--- src/rtl/sram_like_arbiter.sv ---
// Shares one sram-like master port between fetch and data requesters.
// Data wins by default, fetch is forced after STARVE_LIMIT data grants; returns follow an in-order owner FIFO.
module sram_like_arbiter #(
  parameter int MAX_OUTSTANDING = 2,
  parameter int STARVE_LIMIT    = 4
) (
  input  logic        clk,
  input  logic        resetn,
  input  logic        inst_req,
  input  logic [31:0] inst_addr,
  output logic        inst_addr_ok,
  output logic        inst_data_ok,
  output logic [31:0] inst_rdata,
  input  logic        data_req,
  input  logic        data_wr,
  input  logic [3:0]  data_wstrb,
  input  logic [31:0] data_addr,
  input  logic [31:0] data_wdata,
  output logic        data_addr_ok,
  output logic        data_data_ok,
  output logic [31:0] data_rdata,
  output logic        mem_req,
  output logic        mem_wr,
  output logic [3:0]  mem_wstrb,
  output logic [31:0] mem_addr,
  output logic [31:0] mem_wdata,
  input  logic        mem_addr_ok,
  input  logic        mem_data_ok,
  input  logic [31:0] mem_rdata,
  output logic        proto_err,
  output logic        o_dbg_state
);

  localparam int PW = (MAX_OUTSTANDING > 1) ? $clog2(MAX_OUTSTANDING) : 1;
  localparam int CW = $clog2(MAX_OUTSTANDING + 1);
  localparam int SW = (STARVE_LIMIT > 0) ? $clog2(STARVE_LIMIT + 1) : 1;

  // Handshake: a request transfers on the cycle mem_req & mem_addr_ok are both high;
  // a return transfers on mem_data_ok and belongs to the oldest accepted request.
  typedef enum logic {ST_ARB = 1'b0, ST_LOCK = 1'b1} state_t;

  state_t                     r_state;
  state_t                     w_state_nxt;
  logic [MAX_OUTSTANDING-1:0] r_own_q;
  logic [PW-1:0]              r_wptr;
  logic [PW-1:0]              r_rptr;
  logic [CW-1:0]              r_count;
  logic [SW-1:0]              r_starve;
  logic                       r_perr;
  logic                       r_lk_own;
  logic                       r_lk_wr;
  logic [3:0]                 r_lk_wstrb;
  logic [31:0]                r_lk_addr;
  logic [31:0]                r_lk_wdata;

  logic        w_full;
  logic        w_empty;
  logic        w_req;
  logic        w_own;
  logic        w_hs;
  logic        w_pop;
  logic        w_head;
  logic        w_wr;
  logic [3:0]  w_wstrb;
  logic [31:0] w_addr;
  logic [31:0] w_wdata;

  function automatic logic [PW-1:0] ptr_inc(input logic [PW-1:0] p);
    if (p == PW'(MAX_OUTSTANDING - 1)) return '0;
    else return p + PW'(1);
  endfunction

  assign w_full  = (r_count == CW'(MAX_OUTSTANDING));
  assign w_empty = (r_count == '0);
  assign w_hs    = w_req & mem_addr_ok;
  assign w_pop   = mem_data_ok & ~w_empty;
  assign w_head  = r_own_q[r_rptr];

  // Owner encoding: 0 = fetch, 1 = data.
  always_comb begin
    w_req       = 1'b0;
    w_own       = r_lk_own;
    w_state_nxt = r_state;
    unique case (r_state)
      ST_ARB: begin
        if (!w_full && (inst_req || data_req)) begin
          w_req = 1'b1;
          w_own = data_req && !(inst_req && (r_starve == SW'(STARVE_LIMIT)));
          if (!mem_addr_ok) w_state_nxt = ST_LOCK;
        end
      end
      ST_LOCK: begin
        w_req = 1'b1;
        if (mem_addr_ok) w_state_nxt = ST_ARB;
      end
      default: w_state_nxt = ST_ARB;
    endcase
  end

  // A locked request replays its captured payload even if the requester misbehaves.
  always_comb begin
    w_addr  = inst_addr;
    w_wr    = 1'b0;
    w_wstrb = 4'h0;
    w_wdata = 32'h0;
    if (r_state == ST_LOCK) begin
      w_addr  = r_lk_addr;
      w_wr    = r_lk_wr;
      w_wstrb = r_lk_wstrb;
      w_wdata = r_lk_wdata;
    end else if (w_own) begin
      w_addr  = data_addr;
      w_wr    = data_wr;
      w_wstrb = data_wstrb;
      w_wdata = data_wdata;
    end
  end

  always_ff @(posedge clk) begin
    if (!resetn) begin
      r_state    <= ST_ARB;
      r_own_q    <= '0;
      r_wptr     <= '0;
      r_rptr     <= '0;
      r_count    <= '0;
      r_starve   <= '0;
      r_perr     <= 1'b0;
      r_lk_own   <= 1'b0;
      r_lk_wr    <= 1'b0;
      r_lk_wstrb <= 4'h0;
      r_lk_addr  <= 32'h0;
      r_lk_wdata <= 32'h0;
    end else begin
      r_state <= w_state_nxt;
      if (r_state == ST_ARB && w_req && !mem_addr_ok) begin
        r_lk_own   <= w_own;
        r_lk_wr    <= w_wr;
        r_lk_wstrb <= w_wstrb;
        r_lk_addr  <= w_addr;
        r_lk_wdata <= w_wdata;
      end
      if (w_hs) begin
        r_own_q[r_wptr] <= w_own;
        r_wptr          <= ptr_inc(r_wptr);
      end
      if (w_pop) r_rptr <= ptr_inc(r_rptr);
      case ({w_hs, w_pop})
        2'b10:   r_count <= r_count + CW'(1);
        2'b01:   r_count <= r_count - CW'(1);
        default: r_count <= r_count;
      endcase
      if (mem_data_ok && w_empty) r_perr <= 1'b1;
      if ((w_hs && !w_own) || !inst_req) r_starve <= '0;
      else if (w_hs && w_own && (r_starve != SW'(STARVE_LIMIT))) r_starve <= r_starve + SW'(1);
    end
  end

  // Every output is forced low while reset is asserted.
  assign mem_req      = resetn & w_req;
  assign mem_wr       = resetn & w_wr;
  assign mem_wstrb    = resetn ? w_wstrb : 4'h0;
  assign mem_addr     = resetn ? w_addr : 32'h0;
  assign mem_wdata    = resetn ? w_wdata : 32'h0;
  assign inst_addr_ok = resetn & w_hs & ~w_own;
  assign data_addr_ok = resetn & w_hs & w_own;
  assign inst_data_ok = resetn & w_pop & ~w_head;
  assign data_data_ok = resetn & w_pop & w_head;
  assign inst_rdata   = resetn ? mem_rdata : 32'h0;
  assign data_rdata   = resetn ? mem_rdata : 32'h0;
  assign proto_err    = resetn & r_perr;
  assign o_dbg_state  = resetn & (r_state == ST_LOCK);

endmodule

--- config.mk ---
export PLATFORM = sky130hd
export DESIGN_NAME = sram_like_arbiter
export DESIGN_NICKNAME = d
export VERILOG_FILES = /design/src/rtl/sram_like_arbiter.sv
export SDC_FILE = /design/constraint.sdc
export NUM_CORES = 1
export LEC_CHECK = 0
export ABC_AREA = 1
export BUFFER_PORTS_ARGS = -buffer_cell sky130_fd_sc_hd__buf_4
export CORE_AREA = 2 2 110 112
export CTS_CLUSTER_SIZE = 40
export DETAILED_ROUTE_END_ITERATION = 7
export DIE_AREA = 0 0 112 114
export GPL_ROUTABILITY_DRIVEN = 0
export PLACE_DENSITY = 0.79
export SKIP_CTS_REPAIR_TIMING = 1
export SLEW_MARGIN = 20
export SYNTH_ARGS = -nofsm -noshare
export SYNTH_HDL_FRONTEND = slang
export SYNTH_SLANG_ARGS = --single-unit
--- constraint.sdc ---
create_clock -name clk -period 1.8 [get_ports clk]
set_input_delay 0.27 -clock clk [delete_from_list [all_inputs] [get_ports clk]]
set_output_delay 0.27 -clock clk [all_outputs]
set_load 0.05 [all_outputs]
[Yosys cells after proc, flatten, opt, wreduce, memory -nomap -nowiden]
Cells that the tools add are included.
Cells by class
  $add $sub $neg: 5
  $lt $le $gt $ge: 3
  eq/ne operators: 5
  mux-type cells: 27
  bitwise logic cells: 17
  reduce and logical (&&, ||, !) cells: 20
Operators with widths (number)
  32-bit 2-to-1 mux: 7
  1-bit bitwise AND: 12
  1-bit 2-to-1 mux: 12
  4-bit 2-to-1 mux: 3
  1-bit logical AND: 10
  1-bit logical NOT: 5
  1-bit inverter: 5
  2-bit equality test (second input constant): 2
  1-bit by 2-bit < comparator with 1-bit output (second input constant): 2
  1-bit case mux with 2 select lines: 2
  2-bit case mux with 2 select lines: 1
  3-bit by 1-bit adder with 3-bit output (second input constant): 1
  3-bit equality test (second input constant): 1
  3-bit inequality test (second input constant): 1
  1-bit adder (second input constant): 2
  2-bit by 1-bit adder with 2-bit output (second input constant): 1
  2-bit bitwise mux: 1
  2-bit by 1-bit equality test with 1-bit output (second input constant): 1
  2-bit logical NOT: 1
  1-bit logical OR: 2
  2-bit nonzero test: 1
  2-bit OR reduction: 1
  2-bit by 1-bit subtractor with 2-bit output (second input constant): 1
  1-bit demux with 1-bit select: 1
  1-bit greater-or-equal comparator (second input constant): 1
Word-level totals
  bits in registers: 81
  input bits: 139
  output and inout bits: 140
  word-level logic and storage cells: 89

[Longest topological paths before layout]
Gate-level depths: netlist (run 1).
  word-level depth: 10
  depth in mapped cells: 10
  gate-level depth less buffers: 10

[Least setup slack after synthesis (run 1)]
No wires, ideal clock.
  path kind: flip-flop to output port
  start point: reg r_starve[0]
  end point: out mem_addr[22]
  arrival time: 2.301 ns
  data required time: 1.530 ns
  path slack: -0.771 ns
  stages on the path, launching flop included: 9
  path buffers: 1
  path through: dfxtp_1 inv_1 ha_1 nand3_1 nand3_4 clkbuf_1 nand3_1 nand3_1 o21ai_0
On the way
  longest elaborated chain between the ends: 9
RTL lines
  from (decl): RTL line 48  | logic [SW-1:0] r_starve;
  from (signal assigned): RTL line 154  | else if (w_hs && w_own && (r_starve != SW'(STARVE_LIMIT))) r_starve <= r_starve + SW'(1);
  3-bit equality test: RTL line 88  | w_own = data_req && !(inst_req && (r_starve == SW'(STARVE_LIMIT)));
  1-bit logical AND: RTL line 88
  1-bit logical NOT: RTL line 88
  1-bit logical AND: RTL line 88
  1-bit 2-to-1 mux: RTL line 86  | if (!w_full && (inst_req || data_req)) begin
  1-bit 2-to-1 mux: RTL line 84  | unique case (r_state)
  32-bit 2-to-1 mux: RTL line 111  | end else if (w_own) begin
  32-bit 2-to-1 mux: RTL line 106  | if (r_state == ST_LOCK) begin
  32-bit 2-to-1 mux: RTL line 162  | assign mem_addr = resetn ? w_addr : 32'h0;
  to (decl): RTL line 25  | output logic [31:0] mem_addr,
No other way between the ends.

[Worst setup path after layout (run 1)]
  start point: reg r_starve[0]
  end point: out mem_addr[1]
Same word-level chain as after synthesis.

==> results of run 1 <==
-- how the worst max path moves through the flow --
stage / from / end / slack (ns) / depth (start not counted)
6_report: r_starve[0] / mem_addr[1] / -0.37 / 10
3_3_place_gp: data_req / mem_wdata[16] / -0.05 / 10
4_1_cts: r_starve[0] / mem_wdata[18] / -0.44 / 9
5_1_grt: r_starve[0] / mem_addr[13] / -0.45 / 10
2_1_floorplan: r_starve[0] / mem_wdata[18] / -0.1 / 9
3_5_place_dp: data_req / mem_wdata[18] / -0.09 / 10
-- state kept, by name, summed over array words and instances, names as in the netlist --
register    cells
r_rptr          1
r_own_q         2
r_lk_own        1
r_perr          1
r_state         1
r_wptr          1
r_lk_wdata     32
r_lk_addr      32
r_lk_wstrb      4
r_count         2
r_starve        3
r_lk_wr         1
-- kinds of logic (layout without fill, tap and decap cells) --
kind of cell / after synthesis / count (layout)
and+or+nand+nor: 321 / 321
other: 0 / 1
DFF: 81 / 81
AOI/OAI and AO/OA: 205 / 205
xor gates and xnor gates: 1 / 1
buffers and inverters: 213 / 496
adders and majority gates: 3 / 3
-- power by group through the flow --
stage / clock [mW] / sequential (mW) / combinational [mW]
3_3_place_gp: 0 / 2.18 / 3.50
3_5_place_dp: 0 / 2.19 / 3.55
4_1_cts: 1.91 / 2.16 / 3.57
2_1_floorplan: 0 / 2.17 / 2.43
6_report: 1.89 / 2.17 / 4.05
5_1_grt: 1.99 / 2.19 / 4.29
-- layout make-up --
type | count | area, um2 | share of cell area (%)
Clock inverter | 4 | 51.3 | 0.549
Timing Repair Buffer | 357 | 3230 | 34.6
Antenna cell | 1 | 2.50 | 0.0268
Multi-Input combinational cell | 530 | 3530 | 37.8
Sequential cell | 81 | 1630 | 17.4
Inverter | 123 | 467 | 4.99
Tap cell | 147 | 184 | 1.97
Clock buffer | 12 | 256 | 2.74
-- placed cells by master (no fill, tap or decap), types with 2 or more instances in the layout --
master | synthesis | layout
sky130_fd_sc_hd__nand3_4 | 1 | 3
sky130_fd_sc_hd__nor3_1 | 3 | 2
sky130_fd_sc_hd__inv_1 | 119 | 117
sky130_fd_sc_hd__nand2_4 | 1 | 6
sky130_fd_sc_hd__buf_6 | 5 | 55
sky130_fd_sc_hd__ha_1 | 3 | 2
sky130_fd_sc_hd__dfxtp_1 | 81 | 77
sky130_fd_sc_hd__clkbuf_8 | 0 | 2
sky130_fd_sc_hd__nand2_1 | 200 | 156
sky130_fd_sc_hd__buf_8 | 0 | 21
sky130_fd_sc_hd__nor2_1 | 30 | 29
sky130_fd_sc_hd__nand2_2 | 2 | 38
sky130_fd_sc_hd__buf_12 | 0 | 12
sky130_fd_sc_hd__nand2_8 | 0 | 3
sky130_fd_sc_hd__o21ai_1 | 23 | 4
sky130_fd_sc_hd__nand4_1 | 3 | 3
sky130_fd_sc_hd__o21ai_4 | 0 | 52
sky130_fd_sc_hd__nand3_2 | 2 | 32
sky130_fd_sc_hd__a21oi_4 | 0 | 8
sky130_fd_sc_hd__nand3_1 | 77 | 45
sky130_fd_sc_hd__a21oi_1 | 78 | 67
sky130_fd_sc_hd__inv_2 | 4 | 5
sky130_fd_sc_hd__clkbuf_16 | 0 | 11
sky130_fd_sc_hd__buf_4 | 38 | 267
sky130_fd_sc_hd__o21ai_0 | 101 | 62
sky130_fd_sc_hd__o21ai_2 | 0 | 6
sky130_fd_sc_hd__a21oi_2 | 1 | 4
sky130_fd_sc_hd__dfxtp_2 | 0 | 4
-- through the flow --
step | total power [mW] | hold WS, ns | setup TNS [ns] | utilization [%]
final | 8.11 | 0.152 | -21.74 | 79.8
after global routing | 8.48 | 0.156 | -27.59 | 79.8
after CTS | 7.64 | 0.151 | -27.37 | 73.1
after detailed placement | 5.74 | 0.469 | -2.08 | 70.5
after global placement | 5.68 | 0.432 | -0.625 | 70.5
after floorplan | 4.60 | 0.348 | -0.900 | -
-- routing by layer --
layer | GRT usage (%) | up-vias
li1 | - | 3145
met1 | 31.5 | 2986
met2 | 47.6 | 246
met3 | 5.53 | 38
met4 | 10.2 | 0
met5 | 0 | -
==> impl.org, run 1 <==
** Yosys
- Yosys mapped a number of flops with a built-in enable equal to 0.
- Average cell area after synthesis :: 6.14 um2
- Synthesis handed over a netlist of 824 instances.
- Multiplexer cells account for 0% of the synthesized area.
- Count of different cell masters after synthesis :: 28
- Compound-Gate Fraction of Synth Area :: 20.4%
- Leading post-synthesis cells by cell area :: sky130_fd_sc_hd__dfxtp_1, sky130_fd_sc_hd__nand2_1, sky130_fd_sc_hd__o21ai_0
- Net count of the mapped netlist :: 966
- For this run, the leading register cell type out of synthesis is sky130_fd_sc_hd__dfxtp_1.
- After Yosys synthesis, full adders, half adders and majority gates account for 0.742% of the synthesized area.
- After synthesis, the share of flip-flops with an asynchronous set or reset is 0%.
- The most common cell in the synthesized netlist is sky130_fd_sc_hd__nand2_1.
- Yosys printed 0 warnings.
- Main combinational cell family by area after synthesis :: simple AND/OR/NAND/NOR gates
- In this run the biggest area consumer among cell types represents 32.0% of the synthesized area.
- The synthesized design contains 81 register bits.
- In this run the cell area of the synthesized design comes to 5060 um2.
- Fraction of synthesized cell area in xor and xnor cells :: 0.173%
- Synthesized-area fraction occupied by and/or/nand/nor cells :: 26.9%
- Ranking of synthesized cells by instance count :: sky130_fd_sc_hd__nand2_1, sky130_fd_sc_hd__inv_1, sky130_fd_sc_hd__o21ai_0
- Cell type with the highest aggregate area in the netlist :: sky130_fd_sc_hd__dfxtp_1
- Fraction of the yosys area taken by sequential cells :: 32.0%

** Detailed routing
- Across all layers, the routed design uses 6415 vias.
- After detailed routing, the number of remaining DRC violations is 0.
- Wire segments on met3 add up to 1.31 mm in the final route.
- Routed signal wires occupy layers up through met4.
- For this block, the initial DRC count from the detailed router was 458.
- The detail route stage leaves a number of antenna-violating nets equal to 0.
- Dividing the detail-routed wire length by the instance count gives 15.3 um.
- Routed metal-1 wire length :: 7.29 mm
- The routed design uses 10.0 mm of met2 wire.
- Detailed-route vias per instance :: 5.11
- The pre-antenna-repair detailed-routing pass consisted of 6 iterations.
- Total length of routed wires :: 19.2 mm

** Worst setup path
- For the worst setup path, the data required time is 1.53 ns.
- In this design, the stage delay of the slowest critical-path cell is 0.32 ns.
- Critical path fanouts, max :: 18
- In this design, the critical path's most frequently occurring cell is sky130_fd_sc_hd__nand3_4.
- Worst r2r path cells :: 10
- At the worst endpoint, the arrival time is 1.90 ns.
- Endpoint kind of the worst setup timing path :: primary output
- STA classifies the critical path startpoint as a flip-flop.
- Crit-path slowest cell :: sky130_fd_sc_hd__dfxtp_2
- The startpoint identified for the worst register-to-register timing path is r_count[0].
- In this run the critical register-to-register path is captured at r_count[1].
- The signal on the critical path passes through inv_2 > ha_4 > nand3_4 > nand3_4 > nand2_8 > buf_12 > nand2_1 > nand3_2 > o21ai_4 > buf_8.
- Type of the worst setup path :: reg -> out
- The kind of cell with the highest combined delay along the critical path is simple AND/OR/NAND/NOR gates.
- Buffer and inverter count on the worst path :: 3
- R2r setup slk :: 0.18 ns

** Clocking
- Number of buffers added by the clock tree synthesis step :: 9
- TritonCTS clock tree :: built
- Insertion delay to the later sink of the worst-skew pair :: 0.33 ns
- Clk sink count :: 81
- Clock-pin slew reported for the worst setup and hold paths after clock tree synthesis :: 0.06 ns
- Root Driver :: sky130_fd_sc_hd__clkbuf_16
- Deepest clock path buffer count :: 2
- Deepest level of the CTS H-tree :: 3

** Hold path
- The startpoint identified for the worst hold timing path is mem_addr_ok.
- For hold timing, the worst endpoint is r_state.
- Min-Delay Path Depth :: 2
- The min-delay analysis places its worst path in the category in -> reg.

** Power and ir drop
- Combinational cell fraction of total power :: 50.0%
- VDD sags by at most 506 uV.
- Total net switching power :: 3.32 mW
- Power density relative to cell area :: 867 nW/um2
- The analysis attributes to cell leakage a power of 4.74 nW.
- Net switching is 41.0% of the power.
- The share of total power dissipated in the clock network is 23.3%.
- Internal power comes to 4.78 mW.
- Proportion of power drawn by flip-flops and latches :: 26.7%

** Floorplanning
- Top Ports :: 279
- Y dimension of the die :: 114 um
- The initial utilization of the core area, before any placement, comes to 43.2%.
- Std-Cell Rows :: 40
- The die covers 12800 um2.
- Area of the core :: 11700 um2
- Floorplan die width :: 112 um

** Outcome
- The run finished, with violations left.
- Failing checks :: setup timing

** Placed design
- Including well taps, the total number of placed cells is 1234.
- Input/output buffers :: 278
- Summing all placed instances gives a cell area of 8250 um2.
- At the placement stage, the worst setup path has a slack of -0.0945 ns.
- Post-DP HPWL :: 13.0 mm

** Global route
- Total GRT Usage :: 26.6%
- For this run the aggregate overflow at the end of global routing stands at 0.
- The number of antenna violations at the first check in global routing was 1.
- Entering global routing, the biggest net connects 81 pins.
- Global-route wire length before repair :: 27.9 mm
- Via count of the first global-routing pass :: 5710

** Final layout
- Fill count :: 857
- After routing the design area is 9350 um2.
- In the final layout, the share of cells above drive strength 1 is 48.6%.
- Excluding fillers, the count of instances in the completed layout stands at 1255.
- Compared with the post-synthesis result, the final layout area differs by 84.7%.
- In the final design database the tool counted 1244 nets.

** Timing
- The number of endpoints with negative hold slack in the final report came to 0.
- Setup repair after global routing missed its margin :: yes
- For the pin with the worst max-slew slack, the measured transition is 0.358 ns.
- Upper clock frequency limit :: 461 MHz
- The final-report max-slew violation count is 0.
- Slew headroom :: 76.1%
- Layout Skew :: 0.00335 ns
- Setup slack on the critical path of the routed design comes to -0.370 ns.
- Period utilization :: 121%
- The smallest clock period supported by the final layout is computed as 2.17 ns.
- Final setup vio count :: 71

** Flow run
- Max-cap check violation count :: 0
Power figures use the tool's default switching activity.
==> run 2, diff against run 1 <==
--- a/config.mk
+++ b/config.mk
@@ -7,12 +7,14 @@
 export LEC_CHECK = 0
 export ABC_AREA = 1
 export BUFFER_PORTS_ARGS = -buffer_cell sky130_fd_sc_hd__buf_4
-export CORE_AREA = 2 2 110 112
+export CELL_PAD_IN_SITES_DETAIL_PLACEMENT = 1
+export CELL_PAD_IN_SITES_GLOBAL_PLACEMENT = 1
+export CORE_AREA = 2 2 124 150
 export CTS_CLUSTER_SIZE = 40
 export DETAILED_ROUTE_END_ITERATION = 7
-export DIE_AREA = 0 0 112 114
+export DIE_AREA = 0 0 126 152
 export GPL_ROUTABILITY_DRIVEN = 0
-export PLACE_DENSITY = 0.79
+export PLACE_DENSITY_LB_ADDON = 0.1
 export SKIP_CTS_REPAIR_TIMING = 1
 export SLEW_MARGIN = 20
 export SYNTH_ARGS = -nofsm -noshare
==> impl.org, run 2 (synthesized netlist as in run 1, its figures left out) <==
** Detailed routing
- The total wire length after detailed routing is 24.0 mm (+25%).
- DRC :: 0 (unchanged)
- Detailed-route vias per instance :: 4.85 (-5.1%)
- The via count came to 6720 (+4.8%).
- The remaining number of nets flagged by the antenna check after routing is 0 (unchanged).
- Routed length per placed instance :: 17.4 um (+14%)
- DRT iter0 DRCs :: 212 (-54%)
- 1st-pass router iterations :: 4 (-2)

** Placed design
- The post-DP HPWL was 15.6 mm (+20%).
- Input/output buffers :: 278 (unchanged)
- The post-placement cell area was 8500 um2 (+3.0%).
- The cell count after placement is 1326 (+7.5%).

** Power and ir drop
- Sum of internal, switching and leakage power :: 8.86 mW (+9.4%)
- Lkg Pwr :: 5.24 nW (+11%)
- Power density relative to cell area :: 857 nW/um2 (-1.2%)
- Peak supply drop :: 379 uV (-25%)

** Timing
- The worst path setup slack after routing came to -0.470 ns (-0.0997 ns).
- Slew at the pin closest to its max-slew limit :: 0.495 ns (+0.137 ns)
- The achievable clock frequency came to 441 MHz (-4.4%).
- The final setup violation count was 72 (+1.4%).
- Slew Viols, Final :: 0 (unchanged)
- Period utilization :: 126% (+5.5 points)
- Slew headroom :: 67.0% (-9.1 points)
- Final Hold Fails :: 0 (unchanged)
- The final critical delay including setup and external delays was 2.27 ns (+0.0997 ns).
- The setup clock skew after layout was 0.0134 ns (+0.0100 ns).
- The final sum of negative setup slack was -28.09 ns (-6.35 ns).
- Setup repair after global routing missed its margin :: yes

** Final layout
- The area of all sequential standard cells came to 1630 um2 (unchanged).
- The layout filler cell count was 2191 (+160%).
- The area used by multi-input combinational logic came to 3900 um2 (+10%).
- Leading cell type in the layout, fill and taps excluded :: sky130_fd_sc_hd__buf_4
- The fraction of final layout cells with drive strength greater than 1 came to 53.4% (+4.8 points).
- Post-synthesis to final-layout area growth :: 104%
- The non-filler instance count after layout was 1385 (+10%).
- In the layout the commonest cells are sky130_fd_sc_hd__buf_4, sky130_fd_sc_hd__nand2_1, sky130_fd_sc_hd__inv_1.
- The final non-filler cell area was 10300 um2 (+11%).
- Nets :: 1297 (+4.3%)
- In the final layout, the registers with the most flip-flops are r_lk_addr x32, r_lk_wdata x32, r_lk_wstrb x4.

** Global route
- The all-layer global routing usage is 20.9% (-5.8 points).
- The leftover overflow at the end of global routing was 0 (unchanged).
- Global route hottest layer :: met2
- The met2 capacity usage during global routing came to 38.1% (-9.5 points).
- The maximum number of pins on one net before global-route repair is 77 (-4.9%).
- The number of global-route vias before repair came to 6373 (+12%).
- Global-route wire length before repair :: 32.6 mm (+17%)
- The met1 layer usage reported by global route was 23.3% (-8.2 points).
- The met3 routing resource usage after global routing was 6.16% (+0.64 points).
- Antenna violations before repair :: 1 (unchanged)

** Clocking
- TritonCTS built the clock tree.
- The worst-case clock buffer depth is 2 (unchanged).
- Clk sink count :: 81 (unchanged)
- Clock-pin slew reported for the worst setup and hold paths after clock tree synthesis :: 0.07 ns (about the same)
- Deepest level of the CTS H-tree :: 3 (unchanged)
- Insertion delay to the later sink of the worst-skew pair :: 0.34 ns (about the same)
- Number of buffers added by the clock tree synthesis step :: 9 (unchanged)
- CTS placed an instance of sky130_fd_sc_hd__clkbuf_16 at the clock tree root.

** Hold path
- The depth of the worst hold-timing path is 2 (unchanged).
- Path category of the worst min-delay check :: in -> reg

** Worst setup path
- The data arrival time of the critical path is 2.00 ns (+0.10 ns).
- Critical path fanouts, max :: 5 (-13)
- Worst r2r path cells :: 12 (+2)
- Type of the worst setup path :: reg -> out
- The required time of the worst setup path came to 1.53 ns (about the same).
- The worst setup path is captured at a primary output.
- CP Launch Type :: flip-flop

** Floorplanning
- Y dimension of the die :: 152 um (+33%)
- Area of the core :: 17800 um2 (+52%)
- Floorplan die width :: 126 um (+13%)
- Top Ports :: 279 (unchanged)
- Total die area :: 19200 um2 (+50%)
- Initial core utilization :: 28.4% (-15 points)
- The row count was 54 (+35%).

** Outcome
- Failing checks :: setup timing
- The run finished, with violations left.

** Flow run
- The max-cap check violation count was 0 (unchanged).
[run 2: final cells by class]
class,count,share of cell area (%)
flip-flops and latches,81,15.7
clock buffers,9,2.18
inverters,123,4.54
repair buffers,406,36.3
diodes,1,0.0242
clock inverters,7,0.799
well taps,224,2.71
multi-input cells,534,37.7
[run 2: where the power goes]
group          internal [mW]  total (mW)  switching, mW
sequential              2.04        2.17          0.130
combinational           1.99        4.76           2.77
clock                   1.10        1.94          0.839
total                   5.13        8.86           3.74
[run 2: metrics by stage]
stage	hold slack [ns]	setup WS (ns)	util (%)
finish	0.143	-0.470	58.0
detailed placement	0.446	-0.270	47.7
global placement	0.438	-0.201	47.7
CTS	0.123	-0.665	49.4
global route	0.134	-0.548	58.0
floorplan	0.348	-0.0952	-
[run 2: worst paths after layout]
check | from | end | slack [ns]
max | r_starve[0] | mem_addr[6] | -0.47
min | mem_addr_ok | r_state | 0.14
max reg2reg | r_starve[0] | r_lk_addr[12] | 0
min reg2reg | r_perr | r_perr | 0.46
[run 2: routing by layer]
metal  vias to the layer above  part of all wire, %
met1                      3231                   38
met4                         0                  2.4
met5                         -                    0
li1                       3250                    -
met2                       205                   53
met3                        34                  6.9
[run 2: critical path: stages (launching register included)]
cell and delay, ns:
sky130_fd_sc_hd__dfxtp_2 0.32, sky130_fd_sc_hd__inv_2 0.07, sky130_fd_sc_hd__ha_4 0.14, sky130_fd_sc_hd__nand3_4 0.08
sky130_fd_sc_hd__nand3_4 0.13, sky130_fd_sc_hd__buf_6 0.15, sky130_fd_sc_hd__buf_4 0.13, sky130_fd_sc_hd__nand2_8 0.09
sky130_fd_sc_hd__nand2_2 0.09, sky130_fd_sc_hd__nand3_4 0.09, sky130_fd_sc_hd__o21ai_4 0.18, sky130_fd_sc_hd__buf_6 0.18
==> run 3, diff against run 2 <==
--- a/config.mk
+++ b/config.mk
@@ -9,10 +9,11 @@
 export BUFFER_PORTS_ARGS = -buffer_cell sky130_fd_sc_hd__buf_4
 export CELL_PAD_IN_SITES_DETAIL_PLACEMENT = 1
 export CELL_PAD_IN_SITES_GLOBAL_PLACEMENT = 1
-export CORE_AREA = 2 2 124 150
+export CORE_AREA = 2 2 122 148
+export CTS_BUF_LIST = sky130_fd_sc_hd__clkbuf_8
 export CTS_CLUSTER_SIZE = 40
 export DETAILED_ROUTE_END_ITERATION = 7
-export DIE_AREA = 0 0 126 152
+export DIE_AREA = 0 0 124 150
 export GPL_ROUTABILITY_DRIVEN = 0
 export PLACE_DENSITY_LB_ADDON = 0.1
 export SKIP_CTS_REPAIR_TIMING = 1
==> impl.org, run 3 (synthesized netlist as in run 1, its figures left out) <==
** Outcome
- The flow ran to the end, but the final reports show violations.
- Failing checks :: setup timing

** Final layout
- The area of all sequential standard cells came to 1630 um2 (unchanged).
- The final core utilization is 55.4% (-2.5 points).
- Fraction of final layout cells sized beyond drive strength 1 :: 50.0% (-3.4 points)
- Leading cell type in the layout, fill and taps excluded :: sky130_fd_sc_hd__buf_4
- Cell area after layout :: 9560 um2 (-7.6%)
- Diodes inserted :: 0 (-1)
- Nets :: 1264 (-2.5%)
- Multi-input gate area in the final layout :: 3590 um2 (-7.8%)
- Compared with the post-synthesis result, the final layout area differs by 88.9%.
- The largest registers in the layout are r_lk_addr x32, r_lk_wdata x32, r_lk_wstrb x4.
- The layout filler cell count is 2163 (-1.3%).
- Cell Count, Final, Fillers Out :: 1347 (-2.7%)
- Highest-count cells in the layout ignoring fill and taps :: sky130_fd_sc_hd__buf_4, sky130_fd_sc_hd__nand2_1, sky130_fd_sc_hd__inv_1

** Global route
- The leftover overflow at the end of global routing was 0 (unchanged).
- The first-pass GRT wire length is 30.7 mm (-5.8%).
- The all-layer global routing usage came to 20.6% (-0.24 points).
- The number of global-route vias before repair came to 6317 (-0.88%).
- Antenna violations before repair :: 0 (-1)
- Maximum number of pins on one net before global-route repair :: 79 (+2.6%)

** Timing
- Clock period minus final worst setup slack :: 2.23 ns (-0.0394 ns)
- The setup clock skew after layout is 0.0127 ns (-0.000624 ns).
- The final-report max-slew violation count was 0 (unchanged).
- Slew headroom :: 75.3% (+8.3 points)
- The final worst hold slack is 0.104 ns (-0.0395 ns).
- The final sum of negative setup slack is -25.85 ns (+2.24 ns).
- Upper clock frequency limit :: 448 MHz (+1.8%)
- Final Hold Fails :: 0 (unchanged)
- The worst-margin pin slew came to 0.371 ns (-0.124 ns).
- Worst setup margin :: -0.430 ns (+0.0394 ns)
- The final period utilization is 124% (-2.2 points).
- Final setup vio count :: 71 (-1.4%)
- Setup repair after global routing missed its margin :: yes

** Worst setup path
- The startpoint identified for the worst register-to-register timing path is r_starve[0].
- The number of cells on the worst reg-to-reg path came to 11 (-1).
- R2r setup slk :: 0.14 ns (+0.14 ns)
- STA classifies the critical path endpoint as a primary output.
- Type of the worst setup path :: reg -> out
- Data required time at the worst endpoint :: 1.53 ns (about the same)
- The endpoint identified for the worst register-to-register timing path is r_lk_addr[19].
- Worst setup path endpoint :: mem_addr[18]
- Crit. Startpoint :: r_starve[0]
- Critical path fanouts, max :: 11 (+6)
- CP Launch Type :: flip-flop
- The data arrival time of the critical path was 1.96 ns (-0.04 ns).

** Floorplanning
- Total die area :: 18600 um2 (-2.9%)
- Area of the core :: 17200 um2 (-3.3%)
- The width of the die came to 124 um (-1.6%).
- Std-Cell Rows :: 53 (-1.9%)
- The vertical extent of the die is 150 um (-1.3%).
- Top Ports :: 279 (unchanged)
- Initial core utilization :: 29.3% (+0.98 points)

** Detailed routing
- Total length of routed wires :: 20.7 mm (-14%)
- Count of nets left with antenna violations after detail routing :: 0 (unchanged)
- The number of iterations in the first detailed-routing pass is 4 (unchanged).
- DRT iter0 DRCs :: 148 (-30%)
- The via count is 6426 (-4.4%).
- Routed length per placed instance :: 15.4 um (-12%)
- The per-cell via count in the routed design came to 4.77 (-1.7%).
- The DRC violation count after routing was 0 (unchanged).

** Power and ir drop
- The share of power burned in combinational logic came to 54.2% (+0.5 points).
- The final total power was 7.82 mW (-12%).
- Proportion of power drawn by flip-flops and latches :: 27.6% (+3.1 points)
- The power density normalized to cell area came to 818 nW/um2 (-4.5%).
- The internal power component came to 4.41 mW (-14%).
- Clock Power Share :: 18.3% (-3.6 points)
- Total net switching power :: 3.41 mW (-8.7%)
- The leakage dissipation was 4.80 nW (-8.3%).
- Switching part of the total :: 43.6% (+1.5 points)
- The maximum resistive drop on vdd is 362 uV (-4.6%).

** Clocking
- In this run the clock root is driven by a sky130_fd_sc_hd__clkbuf_8.
- Number of buffers added by the clock tree synthesis step :: 9 (unchanged)
- The depth of the CTS H-tree is 3 (unchanged).
- Deepest clock path buffer count :: 2 (unchanged)
- Clk sink count :: 81 (unchanged)
- TritonCTS clock tree :: built
- Clock-pin slew reported for the worst setup and hold paths after clock tree synthesis :: 0.10 ns (+0.03 ns)
- The clock latency reported for the late side of the worst-skew pair was 0.36 ns (+0.02 ns).

** Placed design
- Input/output buffers :: 278 (unchanged)
- Placement-stage worst setup slack :: -0.103 ns (+0.167 ns)
- The post-DP HPWL came to 14.5 mm (-7.3%).
- The cell count after placement came to 1321 (-0.38%).
- The post-placement cell area came to 8480 um2 (-0.29%).

** Flow run
- The max-cap check violation count was 0 (unchanged).

** Hold path
- The depth of the worst hold-timing path is 2 (unchanged).
- The tightest min-delay check is of the in -> reg type.
-- run 3: changes by cell type in the layout (fill, tap and decap cells not counted), moves of 2 or more --
cell / delta
sky130_fd_sc_hd__nand3_2: -25
sky130_fd_sc_hd__nand3_1: +23
sky130_fd_sc_hd__nand2_4: -22
sky130_fd_sc_hd__nand2_2: +21
sky130_fd_sc_hd__buf_4: -14
sky130_fd_sc_hd__clkbuf_16: -11
sky130_fd_sc_hd__clkbuf_8: +9
sky130_fd_sc_hd__buf_8: -8
sky130_fd_sc_hd__nand2_8: -4
sky130_fd_sc_hd__buf_12: -3
sky130_fd_sc_hd__buf_6: -2
sky130_fd_sc_hd__nand3_4: +2
-- run 3: worst min-delay path by stage --
stage / startpoint / end
2_1_floorplan: mem_addr_ok / r_state
3_3_place_gp: r_own_q[1] / r_own_q[1]
4_1_cts: mem_addr_ok / r_state
3_5_place_dp: r_perr / r_perr
5_1_grt: mem_addr_ok / r_state
6_report: mem_addr_ok / r_state
-- run 3: power groups by stage --
| stage | sequential, mW | clock, mW | combinational (mW) |
|---|---|---|---|
| 6_report | 2.16 | 1.43 | 4.24 |
| 5_1_grt | 2.19 | 1.53 | 4.54 |
| 4_1_cts | 2.15 | 1.47 | 3.73 |
| 3_5_place_dp | 2.19 | 0 | 3.72 |
| 3_3_place_gp | 2.18 | 0 | 3.66 |
| 2_1_floorplan | 2.17 | 0 | 2.43 |
-- run 3: final cells by class --
cell class | instances | area share [%]
multi-input combinational | 530 | 37.6
tap | 220 | 2.88
clock buffer | 9 | 1.30
clock inverter | 7 | 0.798
inverter | 123 | 4.88
timing repair buffer | 377 | 35.5
sequential | 81 | 17.0
-- run 3: layer usage --
| layer | GRT usage, % | routed length, um | vias to the layer above |
|---|---|---|---|
| met1 | 23.5 | 8090 | 3061 |
| li1 | - | - | 3175 |
| met2 | 38.7 | 11000 | 175 |
| met3 | 4.46 | 1370 | 15 |
| met5 | 0 | 0 | - |
| met4 | 4.38 | 218 | 0 |
-- run 3: worst max-delay path: stages (launching register included) --
cell and delay, ns:
sky130_fd_sc_hd__dfxtp_2 0.34, sky130_fd_sc_hd__inv_2 0.07, sky130_fd_sc_hd__ha_4 0.15, sky130_fd_sc_hd__nand3_4 0.08
sky130_fd_sc_hd__nand3_4 0.11, sky130_fd_sc_hd__nand2_8 0.12, sky130_fd_sc_hd__clkbuf_16 0.21, sky130_fd_sc_hd__nand2_1 0.08
sky130_fd_sc_hd__nand3_2 0.09, sky130_fd_sc_hd__o21ai_4 0.15, sky130_fd_sc_hd__buf_6 0.17
